==> config.mk <==
export PLATFORM = sky130hd
export DESIGN_NAME = kick_sequencer
export DESIGN_NICKNAME = d
export VERILOG_FILES = /design/src/rtl/kick_pkg.sv /design/src/rtl/kick_sequencer_sync_2ff.sv /design/src/rtl/kick_sequencer.sv
export SDC_FILE = /design/constraint.sdc
export NUM_CORES = 1
export LEC_CHECK = 0
export ABC_AREA = 1
export BUFFER_PORTS_ARGS = -buffer_cell sky130_fd_sc_hd__buf_4
export CAP_MARGIN = 10
export CORE_ASPECT_RATIO = 1.1
export CORE_MARGIN = 4
export CORE_UTILIZATION = 55
export CTS_BUF_LIST = sky130_fd_sc_hd__clkbuf_8
export DETAILED_ROUTE_END_ITERATION = 16
export GPL_TIMING_DRIVEN = 0
export PLACE_DENSITY = 0.77
export SETUP_SLACK_MARGIN = 0.15
export SYNTH_ARGS = -nofsm -noshare
export SYNTH_HDL_FRONTEND = slang
export SYNTH_SLANG_ARGS = --single-unit
==> constraint.sdc <==
create_clock -name clk -period 10.7 [get_ports clk]
set_clock_uncertainty 0.1 [all_clocks]
set_input_delay 2.14 -clock clk [delete_from_list [all_inputs] [get_ports clk]]
set_output_delay 2.14 -clock clk [all_outputs]
set_load 0.01 [all_outputs]
==> src/rtl/kick_pkg.sv <==
// rtl/kick_pkg.sv - shared types and constants for the kicker sequencer
package kick_pkg;

    typedef enum logic [2:0] {
        IDLE,
        CHARGE,
        FIRE,
        COOLDOWN,
        FAULT
    } state_t;

    localparam int STRENGTH_W = 7;
    localparam int COUNT_W    = 16;

    // Registered drive pattern per state: {charge_en, kick_pulse, busy, fault}
    function automatic logic [3:0] drive_of(input state_t s);
        case (s)
            CHARGE:   drive_of = 4'b1010;
            FIRE:     drive_of = 4'b0110;
            COOLDOWN: drive_of = 4'b0010;
            FAULT:    drive_of = 4'b0011;
            default:  drive_of = 4'b0000;
        endcase
    endfunction

endpackage

==> src/rtl/kick_sequencer_sync_2ff.sv <==
// rtl/kick_sequencer_sync_2ff.sv - two-flop synchronizer for asynchronous inputs
module sync_2ff #(
    parameter int         WIDTH     = 1,
    parameter logic [0:0] RESET_VAL = 1'b0
) (
    input  logic             clk,
    input  logic             reset,
    input  logic [WIDTH-1:0] d,
    output logic [WIDTH-1:0] q
);

    logic [WIDTH-1:0] meta;

    always_ff @(posedge clk or posedge reset) begin
        if (reset) begin
            meta <= {WIDTH{RESET_VAL}};
            q    <= {WIDTH{RESET_VAL}};
        end else begin
            meta <= d;
            q    <= meta;
        end
    end

endmodule

==> src/rtl/kick_sequencer.sv <==
// rtl/kick_sequencer.sv - kicker charge/fire/cooldown sequencer with timeout fault
// Optional fire counter port kick_count when KICK_COUNT_EN is defined.
module kick_sequencer
    import kick_pkg::*;
#(
    parameter int PULSE_UNIT_CYC     = 500,
    parameter int CHARGE_TIMEOUT_CYC = 50000000,
    parameter int COOLDOWN_CYC       = 5000000
) (
    input  logic                  clk,
    input  logic                  reset,
    input  logic                  charge_flag,
    input  logic [STRENGTH_W-1:0] kick_charge,
    input  logic                  cap_full,
    input  logic                  fault_clr,
    output logic                  charge_en,
    output logic                  kick_pulse,
    output logic                  busy,
    output logic                  fault
`ifdef KICK_COUNT_EN
    ,
    output logic [COUNT_W-1:0]    kick_count
`endif
);

    localparam int TO_W = $clog2(CHARGE_TIMEOUT_CYC + 1);
    localparam int PW_W = $clog2(127 * PULSE_UNIT_CYC + 1);
    localparam int CD_W = $clog2(COOLDOWN_CYC + 1);
    localparam int CW_A = (TO_W > PW_W) ? TO_W : PW_W;
    localparam int CW   = (CW_A > CD_W) ? CW_A : CD_W;

    state_t                state;
    logic                  flag_q;
    logic                  cap_full_s;
    logic                  pending;
    logic [STRENGTH_W-1:0] pend_strength;
    logic [STRENGTH_W-1:0] strength;
    logic [CW-1:0]         cnt;
    logic [CW-1:0]         pulse_last;
    logic                  request;

    sync_2ff #(.WIDTH(1), .RESET_VAL(1'b0)) u_cap_sync (
        .clk   (clk),
        .reset (reset),
        .d     (cap_full),
        .q     (cap_full_s)
    );

    assign request    = charge_flag && !flag_q && (kick_charge != '0);
    assign pulse_last = CW'(strength) * CW'(PULSE_UNIT_CYC) - CW'(1);

    always_ff @(posedge clk or posedge reset) begin
        if (reset) begin
            state         <= IDLE;
            flag_q        <= 1'b1;
            pending       <= 1'b0;
            pend_strength <= '0;
            strength      <= '0;
            cnt           <= '0;
            {charge_en, kick_pulse, busy, fault} <= 4'b0000;
`ifdef KICK_COUNT_EN
            kick_count    <= '0;
`endif
        end else begin
            flag_q <= charge_flag;

            // Requests during an active kick are buffered; later case arms may clear it.
            if (request && (state == CHARGE || state == FIRE || state == COOLDOWN)) begin
                pending       <= 1'b1;
                pend_strength <= kick_charge;
            end

            case (state)
                IDLE: begin
                    cnt <= '0;
                    if (pending) begin
                        strength <= pend_strength;
                        pending  <= 1'b0;
                        state    <= CHARGE;
                        {charge_en, kick_pulse, busy, fault} <= drive_of(CHARGE);
                    end else if (request) begin
                        strength <= kick_charge;
                        state    <= CHARGE;
                        {charge_en, kick_pulse, busy, fault} <= drive_of(CHARGE);
                    end
                end
                CHARGE: begin
                    cnt <= cnt + CW'(1);
                    if (cap_full_s) begin
                        cnt   <= '0;
                        state <= FIRE;
                        {charge_en, kick_pulse, busy, fault} <= drive_of(FIRE);
                    end else if (cnt == CW'(CHARGE_TIMEOUT_CYC - 1)) begin
                        cnt     <= '0;
                        pending <= 1'b0;
                        state   <= FAULT;
                        {charge_en, kick_pulse, busy, fault} <= drive_of(FAULT);
                    end else if (!charge_flag) begin
                        cnt     <= '0;
                        pending <= 1'b0;
                        state   <= IDLE;
                        {charge_en, kick_pulse, busy, fault} <= drive_of(IDLE);
                    end
                end
                FIRE: begin
                    cnt <= cnt + CW'(1);
                    if (cnt == pulse_last) begin
                        cnt   <= '0;
                        state <= COOLDOWN;
                        {charge_en, kick_pulse, busy, fault} <= drive_of(COOLDOWN);
`ifdef KICK_COUNT_EN
                        if (kick_count != {COUNT_W{1'b1}})
                            kick_count <= kick_count + COUNT_W'(1);
`endif
                    end
                end
                COOLDOWN: begin
                    cnt <= cnt + CW'(1);
                    if (cnt == CW'(COOLDOWN_CYC - 1)) begin
                        cnt   <= '0;
                        state <= IDLE;
                        {charge_en, kick_pulse, busy, fault} <= drive_of(IDLE);
                    end
                end
                FAULT: begin
                    cnt     <= '0;
                    pending <= 1'b0;
                    if (fault_clr) begin
                        state <= IDLE;
                        {charge_en, kick_pulse, busy, fault} <= drive_of(IDLE);
                    end
                end
                default: begin
                    cnt   <= '0;
                    state <= IDLE;
                    {charge_en, kick_pulse, busy, fault} <= drive_of(IDLE);
                end
            endcase
        end
    end

endmodule
-- Yosys cells after proc, flatten, opt, wreduce, memory -nomap -nowiden
Cells that the tools add are included.
- add/subtract/negate cells: 2
- $mul: 1
- equal/unequal tests: 12
- muxes and demuxes: 42
- reduce and logical (&&, ||, !) cells: 11
- operator list (kind ; number):
    $mux 26 ; 5
    $pmux 26 s3 ; 1
    $add 26x1->26 const B ; 1
    $eq 26x23->1 const B ; 1
    $eq 26x26->1 ; 1
    $eq 26x26->1 const B ; 1
    $mux 3 ; 8
    $mux 1 ; 20
    $pmux 1 s5 ; 4
    $sub 16x1->17 const B ; 1
    $pmux 3 s5 ; 1
    $mul 7x7->14 const B ; 1
    $mux 7 ; 2
    $reduce_bool 7->1 ; 1
    $eq 3x2->1 const B ; 2
    $reduce_and 5->1 ; 1
    $ne 2x1->1 const B ; 2
    $ne 4x2->1 const B ; 1
    $eq 3x1->1 const B ; 1
    $eq 3x3->1 const B ; 1
    $logic_and 1x1->1 ; 3
    $logic_not 3->1 ; 1
    $ne 3x3->1 const B ; 1
    $pmux 1 s3 ; 1
    5 further kinds ; 6
- register bits after elaboration: 51
- bits of input ports: 12
- output and inout bits: 4

-- Logic depth before layout (Yosys ltp)
- depth in word-level cells: 9
- gate-level depth with buffers: 30
- depth with buffers taken out: 28

-- Cells and area by module
A second synthesis with hierarchy kept.
- cells, all modules: 658
- area total of the unflattened synthesis: 4650.7 um^2
- by module, submodules not included (module ; times used ; cells each ; area each (um^2) ; sequential area each (um^2)):
    kick_sequencer ; 1 ; 655 ; 4596.9 ; 1227.4
    sync_2ff ; 1 ; 3 ; 53.8 ; 50.0

-- Worst setup path before layout
OpenSTA, ideal clock, no wires.
- path type: flip-flop to flip-flop
- start point: reg strength[0]
- end point: reg cnt[14]
- arrival time: 4.541 ns
- slack: 5.948 ns
- cell stages (with the launch flop): 27
- buffers on the path: 1
- cell sequence: dfrtp_1 > fa_1 > inv_1 > fa_1 > inv_1 > fa_1 > fa_1 > ha_1 > nand2_2 > inv_1 > nand2_1 > nand2_1 > nand2_1 > nand3_1 > nand2_1 > nand2_2 > nor2_1 > nand2_2 > nand2_2 > nand3_2 > nor2_2 > nand3_2 > nand2_4 > nand3_4 > buf_12 > nand2_4 > inv_2
- cells in the longest elaborated chain, start to end: 5
- RTL lines (what ; RTL line ; text):
    start: declaration ; kick_sequencer.sv:37 ; logic [STRENGTH_W-1:0] strength;
    start signal: assignment ; kick_sequencer.sv:77 ; strength <= pend_strength;
    start signal: assignment ; kick_sequencer.sv:82 ; strength <= kick_charge;
    $mul 7x7->14 ; kick_sequencer.sv:50 ; assign pulse_last = CW'(strength) * CW'(PULSE_UNIT_CYC) - CW'(1);
    $sub 16x1->17 ; kick_sequencer.sv:50 ;
    $eq 26x26->1 ; kick_sequencer.sv:107 ; if (cnt == pulse_last) begin
    $mux 26 ; kick_sequencer.sv:107 ;
    $pmux 26 s3 ; kick_sequencer.sv:73 ; case (state)
    end signal: assignment ; kick_sequencer.sv:88 ; cnt <= cnt + CW'(1);
    end signal: assignment ; kick_sequencer.sv:106 ; cnt <= cnt + CW'(1);
    end signal: assignment ; kick_sequencer.sv:118 ; cnt <= cnt + CW'(1);
    end: declaration ; kick_sequencer.sv:38 ; logic [CW-1:0] cnt;
Every way passes these cells.
A chain may end at the register's enable or synchronous reset.

-- Worst setup path after layout
- start point: reg strength[0]
- end point: reg cnt[10]
Same word-level chain as after synthesis.

==> results.cfg <==
[die]
die_h_um = 108
core_um2 = 8920
die-area_um2 = 10800
io-pin-count = 16
dieWidth_um = 99.3
initial_utilization = 0.566
fp-row-count = 36

[finish]
stdcell_count = 842
diodes = 0
final_net_count = 793
fill_cells = 793
area_growth_pct = 7.78
drive_gt1_frac = 0.146

[yosys]
synth_area_um2 = 5050
synth-edff-count = 0
synthFlopType = dfrtp_1
syn_inst = 704
yosys.area.top_type = dfrtp_1
synth_top_area_share = 0.248
syn_avg_cell_area_um2 = 7.17
yosysUniqueCellTypes = 39
synth_common_cells = nand2_1 (170), inv_1 (148), nand3_1 (58), dfrtp_1 (50), ha_1 (36)
ys_seq_area_frac = 0.253
yosysMostFrequentCell = nand2_1
ys_ff_latch = 51
yosys_warnings = 0
netlist_top_cells_area = dfrtp_1 (25%), nand2_1 (13%), inv_1 (11%)
synthArstFlopShare = 1.00
synth_fp_nets = 770

[timing]
setup_viol = 0
rsz0062_at_grt = no
whs_ns = 0.256
timing.final.max_slew_violations = 0
finalCritPeriodShare = 0.490
worst_slack_ns = 5.46
fin_crit_ns = 5.24
tightest_slew_ns = 0.642
fmax_ghz = 0.191
finalSetupTns_ns = 0
slew_headroom = 0.568
hold_viol_final = 0

[worst_setup_path]
end_kind = register
required_ns = 10.81
crit_slowest_cell = fa_1
worstPathMaxFanout = 10
slowest_delay_ns = 0.61
arrival_ns = 5.35
reg2reg_setup_slack_ns = 5.46
path_class = reg -> reg
start_kind = register

[route]
drt_iter0_drc = 180
vias_per_cell = 5.16
first_pass_iters = 5
drtAntennaViolNets = 0
wire_per_inst_um = 12.3
routed_wl_um = 10400
drc_errors = 0
vias = 4348

[place]
portBuffers = 15
dp_cells = 834
place.detailed.hpwl_um = 8590
gp_congestion = 0.906
dp_slack_ns = 5.44

[clocking]
h-tree-depth = 2
cts_sinks = 51
root_buffer = clkbuf_8
hold_buffers = 0
numCtsBuffers = 5
clk_path_buf_depth = 2
cts_tree = built
worstSkewPairLatency_ns = 0.31
cts_resized = 0
clk_pin_slew_ns = 0.09
cts_setup_buffers = 0

[global_routing]
grt_max_degree = 40
grt_pass1_vias = 4260
overflow = 0
grt_pass1_wl_um = 18500
grt_usage = 0.207
antenna_found_initial = 0

[run_status]
status = finished clean

[job]
cap_viol_max_count = 0

[min_path]
holdCritPathClass = reg -> reg
-- final timing paths --
| kind | cells after the start | start | end |
|---|---|---|---|
| worst min-delay path | 0 | u_cap_sync.meta | u_cap_sync.q |
| worst min register to register | 0 | u_cap_sync.meta | u_cap_sync.q |
| worst max register to register | 25 | strength[0] | cnt[10] |
| min in group asynchronous | 2 | reset | cnt[24] |
| worst max-delay path | 25 | strength[0] | cnt[10] |
| max in group asynchronous | 3 | reset | flag_q |
-- stage by stage --
step,utilization,instance area [µm²]
final,0.610,5440
after detailed placement,0.597,5320
after global placement,0.595,5300
after global routing,0.610,5440
after CTS,0.610,5440
after floorplan,-,5050
-- registers in the layout, summed over array words and instances (netlist names) --
| signal | count |
|---|---|
| u_cap_sync.q | 1 |
| pending | 1 |
| charge_en | 1 |
| busy | 1 |
| pend_strength | 7 |
| cnt | 26 |
| u_cap_sync.meta | 1 |
| flag_q | 1 |
| state | 3 |
| kick_pulse | 1 |
| strength | 7 |
| fault | 1 |
-- cell type report --
| type | instances | area (µm²) | area share |
|---|---|---|---|
| multi-input cells | 473 | 3050 | 0.561 |
| plain buffers | 7 | 66.3 | 0.0122 |
| clock buffers | 6 | 82.6 | 0.0152 |
| repair buffers | 16 | 133 | 0.0244 |
| inverters | 173 | 649 | 0.119 |
| clock inverters | 2 | 35.0 | 0.00644 |
| flip-flops and latches | 51 | 1280 | 0.235 |
| well taps | 114 | 143 | 0.0262 |
-- cell families after synthesis --
kind of cell             count (synthesis)  share of synthesized area
XOR/XNOR                                18                     0.0327
multiplexers                             1                    0.00223
buffers and inverters                  180                      0.142
flip-flops                              51                      0.253
AND/OR/NAND/NOR                        354                      0.356
AO/OA/AOI/OAI                           46                     0.0538
adder cells (fa/ha/maj)                 54                      0.161
-- metal layers --
metal  vias to the layer above  routed length (µm)  part of all wire  global-route usage
met5                         -                   0                 0                   0
met4                         0                 236             0.023              0.0732
met1                      2024                4810              0.46               0.266
li1                       2219                   -                 -                   -
met2                        82                5050              0.49               0.368
met3                        23                 281             0.027              0.0155
-- cells in the final DEF, fill, tap and decap left out, types with 2 or more instances in the layout --
cell type  instances
nand2_1          170
inv_1            147
nand3_1           58
dfrtp_1           50
ha_1              36
nor2_1            35
inv_2             24
nand2_4           23
nand4_1           19
o21ai_0           18
fa_1              18
xor2_1            17
buf_4             15
nand2_2           13
nor3_1            13
a21oi_1           10
o211ai_1           7
nor2_2             6
clkbuf_8           6
nor4_1             5
nand3_2            4
clkbuf_1           4
buf_12             3
nor2_4             2
nand3b_1           2
o21ai_1            2
nand3_4            2
clkinv_1           2
a31oi_1            2
a22oi_1            2
-- critical path, delay by kind of cell, from the launching register on --
| kind | cells | cell delay, ns |
|---|---|---|
| adder cells (fa/ha/maj) | 5 | 2.53 |
| AND/OR/NAND/NOR | 13 | 1.41 |
| buffers and inverters | 7 | 0.62 |
| flip-flops | 1 | 0.49 |
Power is not shown: default switching activity piles up to over one toggle a cycle in this logic, so the estimate is an artifact.
